`src/rtl/dpwm_generador_10b.sv`:
```
// Digital PWM: prescaled period counter compared against a soft-start duty that slews toward a clamped setpoint.
// Latency: setpoint to target 1 clk, duty updates only at period wrap, pwm_out registered; no backpressure.
module dpwm_generador_10b #(
  parameter int PRESC      = 50,
  parameter int PERIODO    = 1000,
  parameter int PASO_RAMPA = 10
) (
  input  logic       clk,
  input  logic       reset,
  input  logic       enable,
  input  logic [9:0] cant_corriente,
  output logic       pwm_out,
  output logic       inicio_periodo,
  output logic [9:0] duty_actual,
  output logic       rampa_activa
);

  localparam logic [15:0] PRESC_MAX = 16'(PRESC - 1);
  localparam logic [9:0]  CNT_MAX   = 10'(PERIODO - 1);
  localparam logic [9:0]  FULL      = 10'(PERIODO);
  localparam logic [10:0] PASO      = 11'(PASO_RAMPA);

  logic [15:0] presc_q, presc_d;
  logic [9:0]  cnt_q, cnt_d;
  logic [9:0]  objetivo_q, objetivo_d;
  logic [9:0]  duty_q, duty_d;
  logic        pwm_q, pwm_d;
  logic        inicio_q, inicio_d;

  logic        tick, fin;
  logic [10:0] d_ext, obj_ext, diff, paso;

  always_comb begin
    tick       = enable && (presc_q == PRESC_MAX);
    fin        = tick && (cnt_q == CNT_MAX);

    objetivo_d = (cant_corriente > FULL) ? FULL : cant_corriente;

    presc_d    = tick ? 16'd0 : presc_q + 16'd1;
    cnt_d      = cnt_q;
    if (tick) begin
      cnt_d = fin ? 10'd0 : cnt_q + 10'd1;
    end

    // 11-bit slew arithmetic: step is the smaller of the ramp limit and the remaining distance
    d_ext   = {1'b0, duty_q};
    obj_ext = {1'b0, objetivo_q};
    diff    = (d_ext < obj_ext) ? (obj_ext - d_ext) : (d_ext - obj_ext);
    paso    = (diff < PASO) ? diff : PASO;

    duty_d = duty_q;
    if (fin) begin
      if (d_ext < obj_ext) begin
        duty_d = 10'(d_ext + paso);
      end else begin
        duty_d = 10'(d_ext - paso);
      end
    end

    pwm_d    = enable && (cnt_q < duty_q);
    inicio_d = fin;

    if (!enable) begin
      presc_d  = '0;
      cnt_d    = '0;
      duty_d   = '0;
      pwm_d    = 1'b0;
      inicio_d = 1'b0;
    end
  end

  always_ff @(posedge clk) begin
    if (reset) begin
      presc_q    <= '0;
      cnt_q      <= '0;
      objetivo_q <= '0;
      duty_q     <= '0;
      pwm_q      <= 1'b0;
      inicio_q   <= 1'b0;
    end else begin
      presc_q    <= presc_d;
      cnt_q      <= cnt_d;
      objetivo_q <= objetivo_d;
      duty_q     <= duty_d;
      pwm_q      <= pwm_d;
      inicio_q   <= inicio_d;
    end
  end

  assign pwm_out        = pwm_q;
  assign inicio_periodo = inicio_q;
  assign duty_actual    = duty_q;
  assign rampa_activa   = (duty_q != objetivo_q);

endmodule

```
`config.mk`:
```
export PLATFORM = sky130hd
export DESIGN_NAME = dpwm_generador_10b
export DESIGN_NICKNAME = d
export VERILOG_FILES = /design/src/rtl/dpwm_generador_10b.sv
export SDC_FILE = /design/constraint.sdc
export NUM_CORES = 1
export LEC_CHECK = 0
export ABC_AREA = 1
export BUFFER_PORTS_ARGS = -buffer_cell sky130_fd_sc_hd__buf_2
export CAP_MARGIN = 20
export CORE_ASPECT_RATIO = 1.25
export CORE_MARGIN = 2
export CORE_UTILIZATION = 51
export CTS_CLUSTER_DIAMETER = 80
export CTS_CLUSTER_SIZE = 10
export DETAILED_ROUTE_END_ITERATION = 12
export PLACE_DENSITY = 0.69
export SYNTH_ARGS = -nofsm -noshare
export SYNTH_HDL_FRONTEND = slang
export SYNTH_SLANG_ARGS = --single-unit
```
`constraint.sdc`:
```
create_clock -name clk -period 12.96 [get_ports clk]
set_clock_uncertainty 0.2 [all_clocks]
set_input_delay 0.648 -clock clk [delete_from_list [all_inputs] [get_ports clk]]
set_output_delay 0.648 -clock clk [all_outputs]
set_load 0.05 [all_outputs]
```
==> results of run 1 <==
placed cells by master, fill, tap and decap left out, types with 7 or more instances in the layout:
master | netlist | final
inv_1 | 117 | 117
nor3_1 | 13 | 13
o22ai_1 | 7 | 7
ha_1 | 42 | 42
nor2_1 | 50 | 50
a21oi_1 | 33 | 33
nand2_1 | 149 | 149
nand2_2 | 12 | 12
nand3_1 | 32 | 32
dfxtp_1 | 48 | 48
o21ai_0 | 17 | 17
buf_2 | 1 | 25
nand4_1 | 12 | 12
xor2_1 | 8 | 8
per-layer routing:
layer | vias up | track usage (%) | wire [um]
li1 | 1956 | - | -
met1 | 1667 | 23.54 | 3805
met2 | 55 | 47.58 | 5038
met3 | 24 | 2.739 | 210
met4 | 0 | 9.836 | 384
met5 | - | 0 | 0
power by group through the flow:
stage	sequential [uW]	combinational (uW)	clock, uW
after floorplan	154	44.8	0
after global placement	154	56.3	0
after detailed placement	154	57.1	0
after CTS	151	57.4	110
after global routing	151	65.4	116
final	151	57.4	107
through the flow:
stage / hold WS, ns / worst slack (ns) / util (%) / total power (uW) / std cells
floorplan: 0.2555 / 8.083 / - / 198.7 / 601
global placement: 0.2743 / 7.939 / 55.34 / 210.6 / 712
detailed placement: 0.2809 / 7.833 / 55.34 / 211.6 / 712
CTS: 0.2936 / 7.802 / 56.79 / 318.3 / 720
global route: 0.3192 / 7.355 / 56.79 / 333.1 / 720
finish: 0.2919 / 7.810 / 56.79 / 315.3 / 720
worst min-delay path, stage by stage (launching register included):
cell and delay [ns]:
dfxtp_1 0.33, nand2_1 0.06, a21oi_1 0.06
kinds of logic after synthesis:
family	count (synthesis)	share of synthesized area [%]
compound gates	76	10.99
xor+xnor	13	2.891
fa+ha+maj	45	14.87
buf+inv	127	13.06
flops	48	24.40
simple gates	292	33.80
final cells by class:
type,instances,area (sq um),area share (%)
multi-input combinational,426,2464,58.27
timing repair buffer,25,125.1,2.959
clock buffer,6,72.57,1.716
clock inverter,2,35.03,0.8286
sequential,48,960.9,22.73
tap,92,115.1,2.723
inverter,121,455.4,10.77
sequential cells by signal, indices dropped and copies added, names as in the netlist:
signal	cells
presc_q	16
cnt_q	10
duty_actual	10
objetivo_q	10
inicio_periodo	1
pwm_out	1
worst min path at each step:
stage / slack [ns] / to / startpoint / cells after the start
after floorplan: 0.26 / presc_q[0] / presc_q[0] / 1
after global placement: 0.27 / presc_q[3] / presc_q[3] / 2
after detailed placement: 0.28 / presc_q[3] / presc_q[3] / 2
after CTS: 0.29 / presc_q[3] / presc_q[3] / 2
after global routing: 0.32 / presc_q[3] / presc_q[3] / 2
final: 0.29 / presc_q[3] / presc_q[3] / 2
==> qor.yml, run 1 <==
status: "finished clean"
area_growth_pct: 7.338
timing.fmax_mhz: 194.2
cp_data_required_time_ns: 12.94
syn_inst: 601
clkTransAtPathRegs_ns: 0.09
pwr-share-seq_pct: 47.8
setup_viol: 0
postCtsSetupBuffers: 0
nNetsFinal: 685
final_area_sq_mm: 0.004228
synth.top_cell.area_share_pct: 24.40
crit_path_top_delay_cell: "dfxtp_1"
syn_avg_cell_area_sq_um: 6.554
core-area_sq_mm: 0.007445
drt_first_pass_iters: 4
cts-hold-fix-buffers: 0
worstMarginPinSlew_ns: 0.5105
synth-seq-cells: 48
path_buf_inv: 5
startpoint_type: "register"
die_area_sq_mm: 0.008447
ir_drop_mv: 0.06908
antenna_found_initial: 0
synth.most_common_cell: "nand2_1"
relSlewSlack_pct: 65.88
rows: 35
grt_max_degree: 17
internal-power_uw: 226.0
vias: 3702
crit_path_max_fanout: 14
drc: 0
ctsResizeCount: 0
p_sw_uw: 89.35
via_per_inst: 5.142
ant_nets: 0
rr_endpoint: "duty_actual[8]"
htree_levels: 2
syn_area_sq_mm: 0.003939
crit_cells: 33
cpMostUsedCell: "nand2_1"
r2r_setup_slack_ns: 7.81
cp_top_family: "simple AND/OR/NAND/NOR gates"
powerDensity_mw_per_mm2: 74.58
gp_congestion: 0.9074
hp-class: "reg -> reg"
clockRootBuffer: "clkbuf_8"
grtUsageTotal_pct: 23.64
async_reset_ff_share_pct: 0
max_stage_delay_ns: 0.45
rr_startpoint: "duty_actual[6]"
synth_cell_type_count: 42
grt_pass1_vias: 3602
post-route-period-util_pct: 39.74
setup-tns-final_ns: 0
synth_flop_cell: "dfxtp_1"
yosysWarnings: 0
wl_per_cell_um: 13.11
cts_inserted_buffers: 5
synthesis.nets: 659
start_util_pct: 52.91
synth_commonest_cells: "149 x nand2_1, 117 x inv_1, 50 x nor2_1"
drv_slew: 0
dp_hpwl_mm: 7.929
worstSkewPairLatency_ns: 0.30
clkSinkCount: 48
drive_gt1_share_pct: 9.554
synth_edf_count: 0
synth.area.top_cells: "dfxtp_1 24%, nand2_1 14%, ha_1 13%"
grt-ovfl-total: 0
finalWirelength_mm: 9.438
placed_area_sq_mm: 0.004120
crit_end: "duty_actual[8]"
antennaDiodeCount: 0
yosysTopAreaCell: "dfxtp_1"
startpoint: "duty_actual[6]"
swShare_pct: 28.34
rsz0062_at_grt: "no"
end_kind: "register"
min_period_ns: 5.150
pwr-share-clk_pct: 33.9
reg2reg_depth: 33
p_comb_share_pct: 18.2
ioPinCount: 26
grt_pass1_wl_mm: 15.38
arrival_ns: 5.13
maxCapViolCount: 0
critical_path_class: "reg -> reg"
dieWidth_um: 82.61
portBuffers: 25
drtIter0Drc: 105
fillerInstances: 763
clockBufferDepth: 2
hold_viol: 0
cts_tree: "built"
synth_seq_area_share_pct: 24.40
chipHeight_um: 102.3
cellLeakagePower_uw: 0.002118
(Power assumes the default switching activity.)
==> inputs of run 2 (changes only) <==
--- a/config.mk
+++ b/config.mk
@@ -14,7 +14,7 @@
 export CTS_CLUSTER_DIAMETER = 80
 export CTS_CLUSTER_SIZE = 10
 export DETAILED_ROUTE_END_ITERATION = 12
-export PLACE_DENSITY = 0.69
+export PLACE_DENSITY = 0.72
 export SYNTH_ARGS = -nofsm -noshare
 export SYNTH_HDL_FRONTEND = slang
 export SYNTH_SLANG_ARGS = --single-unit
==> constraint.sdc (replaced) <==
create_clock -name clk -period 4.2 [get_ports clk]
set_clock_uncertainty 0.2 [all_clocks]
set_input_delay 0.21 -clock clk [delete_from_list [all_inputs] [get_ports clk]]
set_output_delay 0.21 -clock clk [all_outputs]
set_load 0.05 [all_outputs]
==> run 2 against run 1 <==
  * The run now ends with negative hold slack, negative setup slack left
  * Sequential cell count unchanged
  * Count of clock-buffer cells in the layout increased by 1
  * Critical path depth unchanged
  * Sequential power rose to 3.1 times the previous value
  * Combinational power grew to 4.9 times the previous value
  * Fmax rose by 18%
  * Wire length increased by 23%
  * Worst hold slack lost 0.30 ns
  * Largest power group unchanged
  * Clock power increased to 2.9 times the previous value
  * Final cell count rose by 15%
  * Via count grew 16%
==> qor.yml, run 2 (synthesis results as in run 1) <==
htree_levels: 2  # unchanged
critical_path_class: "reg -> reg"
post-route-period-util_pct: 104.3  # +65 points
violations: "negative hold slack, negative setup slack"
min_to: "objetivo_q[3]"
rr_endpoint: "duty_actual[8]"
drtIter0Drc: 142  # +35%
instances_no_fill: 826  # +15%
hp-class: "in -> reg"
via_per_inst: 5.177  # +0.68%
area_growth_pct: 40.34
grt-ovfl-total: 0  # unchanged
ir_drop_mv: 0.2447  # +250%
dp_hpwl_mm: 8.697  # +9.7%
fillerInstances: 587  # -23%
cellLeakagePower_uw: 0.002719  # +28%
rows: 35  # unchanged
ioPinCount: 26  # unchanged
antenna_found_initial: 0  # unchanged
largest_reg_flops: 16  # unchanged
r2r_setup_slack_ns: -0.18  # -7.99 ns
path_buf_inv: 6  # +1
reg2reg_depth: 33  # unchanged
hold_viol: 1  # +1
final_cell_mix: "132 x nand2_1, 99 x inv_1, 85 x buf_4, 46 x nor2_1, 35 x dfxtp_1"
hold_depth: 3  # +1
regMostFlops: "presc_q"
setup_viol: 4  # +4
max_stage_delay_ns: 0.37  # -0.08 ns
vias: 4276  # +16%
crit_path_top_delay_cell: "fa_2"
rr_startpoint: "objetivo_q[0]"
status: "finished, violations left"
cp_top_family: "simple AND/OR/NAND/NOR gates"
portBuffers: 25  # unchanged
placed_area_sq_mm: 0.004870  # +18%
whs_ns: -0.004798  # -0.2967 ns
grt_max_degree: 17  # unchanged
grt_pass1_wl_mm: 18.24  # +19%
core-area_sq_mm: 0.007445  # unchanged
finalWirelength_mm: 11.58  # +23%
chipHeight_um: 102.3  # unchanged
end_kind: "register"
startpoint_type: "register"
worstMarginPinSlew_ns: 0.5335  # +0.02303 ns
cts_tree: "built"
cp_data_required_time_ns: 4.18  # -8.76 ns
crit_path_max_fanout: 3  # -11
clkSinkCount: 48  # unchanged
wl_per_cell_um: 14.02  # +7.0%
start_util_pct: 52.91  # unchanged
timing.fmax_mhz: 228.4  # +18%
final_common_cell: "nand2_1"
drive_gt1_share_pct: 32.15  # +23 points
nNetsFinal: 791  # +15%
clockBufferDepth: 2  # unchanged
final_area_sq_mm: 0.005528  # +31%
cts_inserted_buffers: 5  # unchanged
rsz0062_at_grt: "yes"
powerDensity_mw_per_mm2: 189.1  # +150%
drt_first_pass_iters: 5  # +1
cpMostUsedCell: "nand2_2"
clkTransAtPathRegs_ns: 0.09  # about the same
drv_slew: 0  # unchanged
worst_slack_ns: -0.1786  # -7.988 ns
maxCapViolCount: 0  # unchanged
ant_nets: 0  # unchanged
grtUsageTotal_pct: 27.74  # +4.1 points
dieWidth_um: 82.61  # unchanged
worstSkewPairLatency_ns: 0.30  # about the same
clockRootBuffer: "clkbuf_8"
placed_cells: 785  # +10%
gp_congestion: 0.9454  # +4.2%
antennaDiodeCount: 0  # unchanged
min_period_ns: 4.379  # -0.7717 ns
hp-start: "cant_corriente[3]"
arrival_ns: 4.36  # -0.77 ns
relSlewSlack_pct: 64.35  # -1.5 points
die_area_sq_mm: 0.008447  # unchanged
drc: 0  # unchanged
grt_pass1_vias: 4191  # +16%
run 2: changes by cell type in the layout (fill, tap and decap cells not counted), moves of 11 or more:
cell	change
nand2_2	+11
inv_1	-18
buf_4	+85
ha_4	+13
inv_2	+14
dfxtp_1	-13
ha_1	-14
nand2_1	-17
dlygate4sd3_1	+15
run 2: worst register-to-register path, delay by kind of cell (launching register included):
kind / cells / cell delay (ns)
AOI/OAI and AO/OA: 7 / 0.68
xor gates and xnor gates: 1 / 0.17
adders and majority gates: 4 / 1.10
buffers and inverters: 6 / 0.39
DFF: 1 / 0.35
and+or+nand+nor: 15 / 1.33
run 2: report_power, final:
group / total (uW) / leakage (uW) / switching, uW / internal, uW
sequential: 461 / 0.000398 / 6.48 / 455
clock: 305 / 0.0000534 / 152 / 153
combinational: 279 / 0.00227 / 154 / 125
total: 1050 / 0.00272 / 313 / 732
run 2: layer usage:
layer / part of all wire (%) / routed length, um / global-route usage, %
met1: 38 / 4434 / 29.41
met2: 56 / 6462 / 53.04
met3: 2.3 / 271 / 2.739
met4: 3.6 / 415 / 13.75
met5: 0 / 0 / 0
run 2: metrics by stage:
step | TNS [ns] | worst slack [ns] | total power, uW | util, %
after floorplan | 0 | 0.001399 | 619.2 | -
after global placement | -0.5605 | -0.1817 | 688.4 | 65.41
after detailed placement | -0.9735 | -0.3055 | 692.5 | 65.41
after CTS | -0.2167 | -0.1525 | 1018 | 70.97
after global routing | -2.036 | -0.5065 | 1095 | 74.25
final | -0.3308 | -0.1786 | 1045 | 74.25
run 2: layout make-up:
| type | instances | area, sq um | area share (%) |
|---|---|---|---|
| inverter | 121 | 467.9 | 8.465 |
| timing repair buffer | 131 | 989.7 | 17.90 |
| clock buffer | 7 | 97.59 | 1.766 |
| multi-input combinational | 426 | 2850 | 51.56 |
| tap | 92 | 115.1 | 2.082 |
| sequential | 48 | 1002 | 18.13 |
| clock inverter | 1 | 5.005 | 0.09054 |
run 2: worst max-delay path by stage:
stage / slack (ns) / end / depth (start not counted) / startpoint
after floorplan: 0.001 / duty_actual[8] / 35 / duty_actual[2]
after detailed placement: -0.31 / duty_actual[8] / 34 / objetivo_q[0]
after global routing: -0.51 / duty_actual[8] / 33 / objetivo_q[0]
after CTS: -0.15 / duty_actual[8] / 34 / objetivo_q[0]
final: -0.18 / duty_actual[8] / 33 / objetivo_q[0]
after global placement: -0.18 / duty_actual[8] / 33 / duty_actual[0]
run 2: repair_timing:
item,CTS,global route
setup endpoints to repair,5,7
setup buffers,9,10
endpoints found under the hold margin,10,0
resized for setup,25,43
hold buffers,15,0
pin swaps,26,41
==> inputs of run 3 (changes only) <==
--- a/config.mk
+++ b/config.mk
@@ -8,12 +8,12 @@
 export ABC_AREA = 1
 export BUFFER_PORTS_ARGS = -buffer_cell sky130_fd_sc_hd__buf_2
 export CAP_MARGIN = 20
-export CORE_ASPECT_RATIO = 1.25
 export CORE_MARGIN = 2
 export CORE_UTILIZATION = 51
 export CTS_CLUSTER_DIAMETER = 80
 export CTS_CLUSTER_SIZE = 10
 export DETAILED_ROUTE_END_ITERATION = 12
+export GPL_TIMING_DRIVEN = 0
 export PLACE_DENSITY = 0.72
 export SYNTH_ARGS = -nofsm -noshare
 export SYNTH_HDL_FRONTEND = slang
==> run 3 against run 2 <==
  * The run ends with negative setup slack left
  * Via count is 3.6% higher
  * Sequential share of layout area decreased by 0.13 points
  * Count of clock-buffer cells in the layout unchanged
  * Wire length rose by 11%
  * Final cell count fell by 1.1%
  * First-iteration DRC count is 99% higher
  * Sequential cell count did not move
  * Critical path depth down 1
  * Critical path type unchanged
  * Total power decreased by 2.1%
  * Combinational power is 4% higher
  * Sequential power about the same
==> qor.yml, run 3 (synthesis results as in run 1) <==
cp_data_required_time_ns: 4.19  # about the same
drt_first_pass_iters: 5  # unchanged
wl_per_cell_um: 15.79  # +13%
dp_slack_ns: -0.5039  # -0.1984 ns
regMostFlops: "presc_q"
worstMarginPinSlew_ns: 0.5485  # +0.01501 ns
clkSinkCount: 48  # unchanged
drc: 0  # unchanged
area_growth_pct: 42.06
start_util_pct: 51.78  # -1.1 points
ioPinCount: 26  # unchanged
setup_viol: 5  # +1
violations: "negative setup slack"
dp_hpwl_mm: 7.842  # -9.8%
cts_tree: "built"
drive_gt1_share_pct: 36.64  # +4.5 points
clkTransAtPathRegs_ns: 0.10  # about the same
hp-start: "cant_corriente[3]"
nNetsFinal: 772  # -2.4%
cpMostUsedCell: "nand2_2"
status: "finished, violations left"
ir_drop_mv: 0.1908  # -22%
relSlewSlack_pct: 63.43  # -0.91 points
grt_pass1_wl_mm: 19.27  # +5.7%
clockRootBuffer: "clkbuf_8"
rr_startpoint: "duty_actual[7]"
post-route-period-util_pct: 108.3  # +4.0 points
rsz0062_at_grt: "yes"
rows: 32  # -8.6%
grt_pass1_vias: 4345  # +3.7%
grt_max_degree: 15  # -2
finalWirelength_mm: 12.90  # +11%
rr_endpoint: "duty_actual[8]"
hold_viol: 0  # -1
crit_path_top_delay_cell: "dfxtp_4"
ant_nets: 0  # unchanged
reg2reg_depth: 32  # -3.0%
drv_slew: 0  # unchanged
crit_end: "duty_actual[8]"
final_common_cell: "nand2_1"
gp_congestion: 0.9547  # +0.98%
r2r_setup_slack_ns: -0.35  # -0.17 ns
startpoint_type: "register"
placed_area_sq_mm: 0.004399  # -9.7%
grtUsageTotal_pct: 28.18  # +0.44 points
dieWidth_um: 91.88  # +11%
drtIter0Drc: 283  # +99%
final_cell_mix: "107 x nand2_1, 92 x inv_1, 59 x buf_4, 43 x nand2_2, 42 x nor2_1"
powerDensity_mw_per_mm2: 182.8  # -3.3%
fillerInstances: 565  # -3.7%
largest_reg_flops: 16  # unchanged
worst_slack_ns: -0.3479  # -0.1693 ns
crit_path_max_fanout: 4  # +1
min_period_ns: 4.548  # +0.1693 ns
clockBufferDepth: 2  # unchanged
antennaDiodeCount: 0  # unchanged
end_kind: "register"
maxCapViolCount: 0  # unchanged
critical_path_class: "reg -> reg"
final_area_sq_mm: 0.005595  # +1.2%
worstSkewPairLatency_ns: 0.31  # about the same
die_area_sq_mm: 0.008442  # about the same
cellLeakagePower_uw: 0.002628  # -3.4%
htree_levels: 2  # unchanged
via_per_inst: 5.421  # +4.7%
arrival_ns: 4.54  # +0.18 ns
antenna_found_initial: 0  # unchanged
fin_util_pct: 73.55  # -0.70 points
hp-class: "in -> reg"
chipHeight_um: 91.88  # -10%
timing.fmax_mhz: 219.9  # -3.7%
core-area_sq_mm: 0.007607  # +2.2%
portBuffers: 25  # unchanged
max_stage_delay_ns: 0.39  # +0.02 ns
cts_inserted_buffers: 5  # unchanged
grt-ovfl-total: 0  # unchanged
startpoint: "duty_actual[7]"
vias: 4429  # +3.6%
run 3: routing by layer:
metal,wire length (um),part of all wire [%],up-vias,track usage [%]
met5,0,0,-,0
met4,586,4.5,0,13.31
met3,437,3.4,49,2.794
met2,6902,53,155,53.80
met1,4976,39,2085,30.95
li1,-,-,2140,-
run 3: worst min path at each step:
stage                          to  slack, ns  depth (start not counted)
CTS                 objetivo_q[3]      0.008                          3
global route        objetivo_q[3]       0.02                          3
detailed placement  objetivo_q[5]       0.23                          3
floorplan           objetivo_q[3]       0.08                          1
global placement    objetivo_q[7]       0.24                          3
finish              objetivo_q[3]       0.02                          3
run 3: area by class of cell:
cell class	count	area (sq um)	area share [%]
multi-input cells	426	3024	54.05
flip-flops and latches	48	1007	18.00
repair buffers	108	819.5	14.65
inverters	121	493.0	8.810
well taps	102	127.6	2.281
clock buffers	7	76.32	1.364
plain buffers	4	42.54	0.7603
clock inverters	1	5.005	0.08945
run 3: what timing repair did:
item                                    CTS  global route
hold buffers                             15             0
pin swaps                                50            45
endpoints found under the hold margin    10             0
endpoints found under the setup margin    5             7
gates resized for setup                  62            81
setup buffers                            52            16
run 3: metrics by stage:
| stage | hold WS (ns) | cells | setup TNS (ns) | power, uW |
|---|---|---|---|---|
| final | 0.02303 | 817 | -1.385 | 1023 |
| after floorplan | 0.07907 | 601 | 0 | 619.2 |
| after detailed placement | 0.2346 | 728 | -1.492 | 663.1 |
| after global placement | 0.2385 | 728 | -1.165 | 657.3 |
| after CTS | 0.007960 | 801 | -0.1772 | 966.9 |
| after global routing | 0.02330 | 817 | -2.153 | 1067 |
run 3: critical path, delay by kind of cell (launching register included):
kind	cells	cell delay [ns]
xor+xnor	1	0.16
flops	1	0.39
buf+inv	6	0.48
simple gates	15	1.58
compound gates	7	0.77
fa+ha+maj	3	0.88
run 3: power by group:
group,leakage (uW),internal [uW],switching (uW)
Combinational,0.00219,120,170
Clock,0.0000422,117,153
Sequential,0.000399,454,7.81
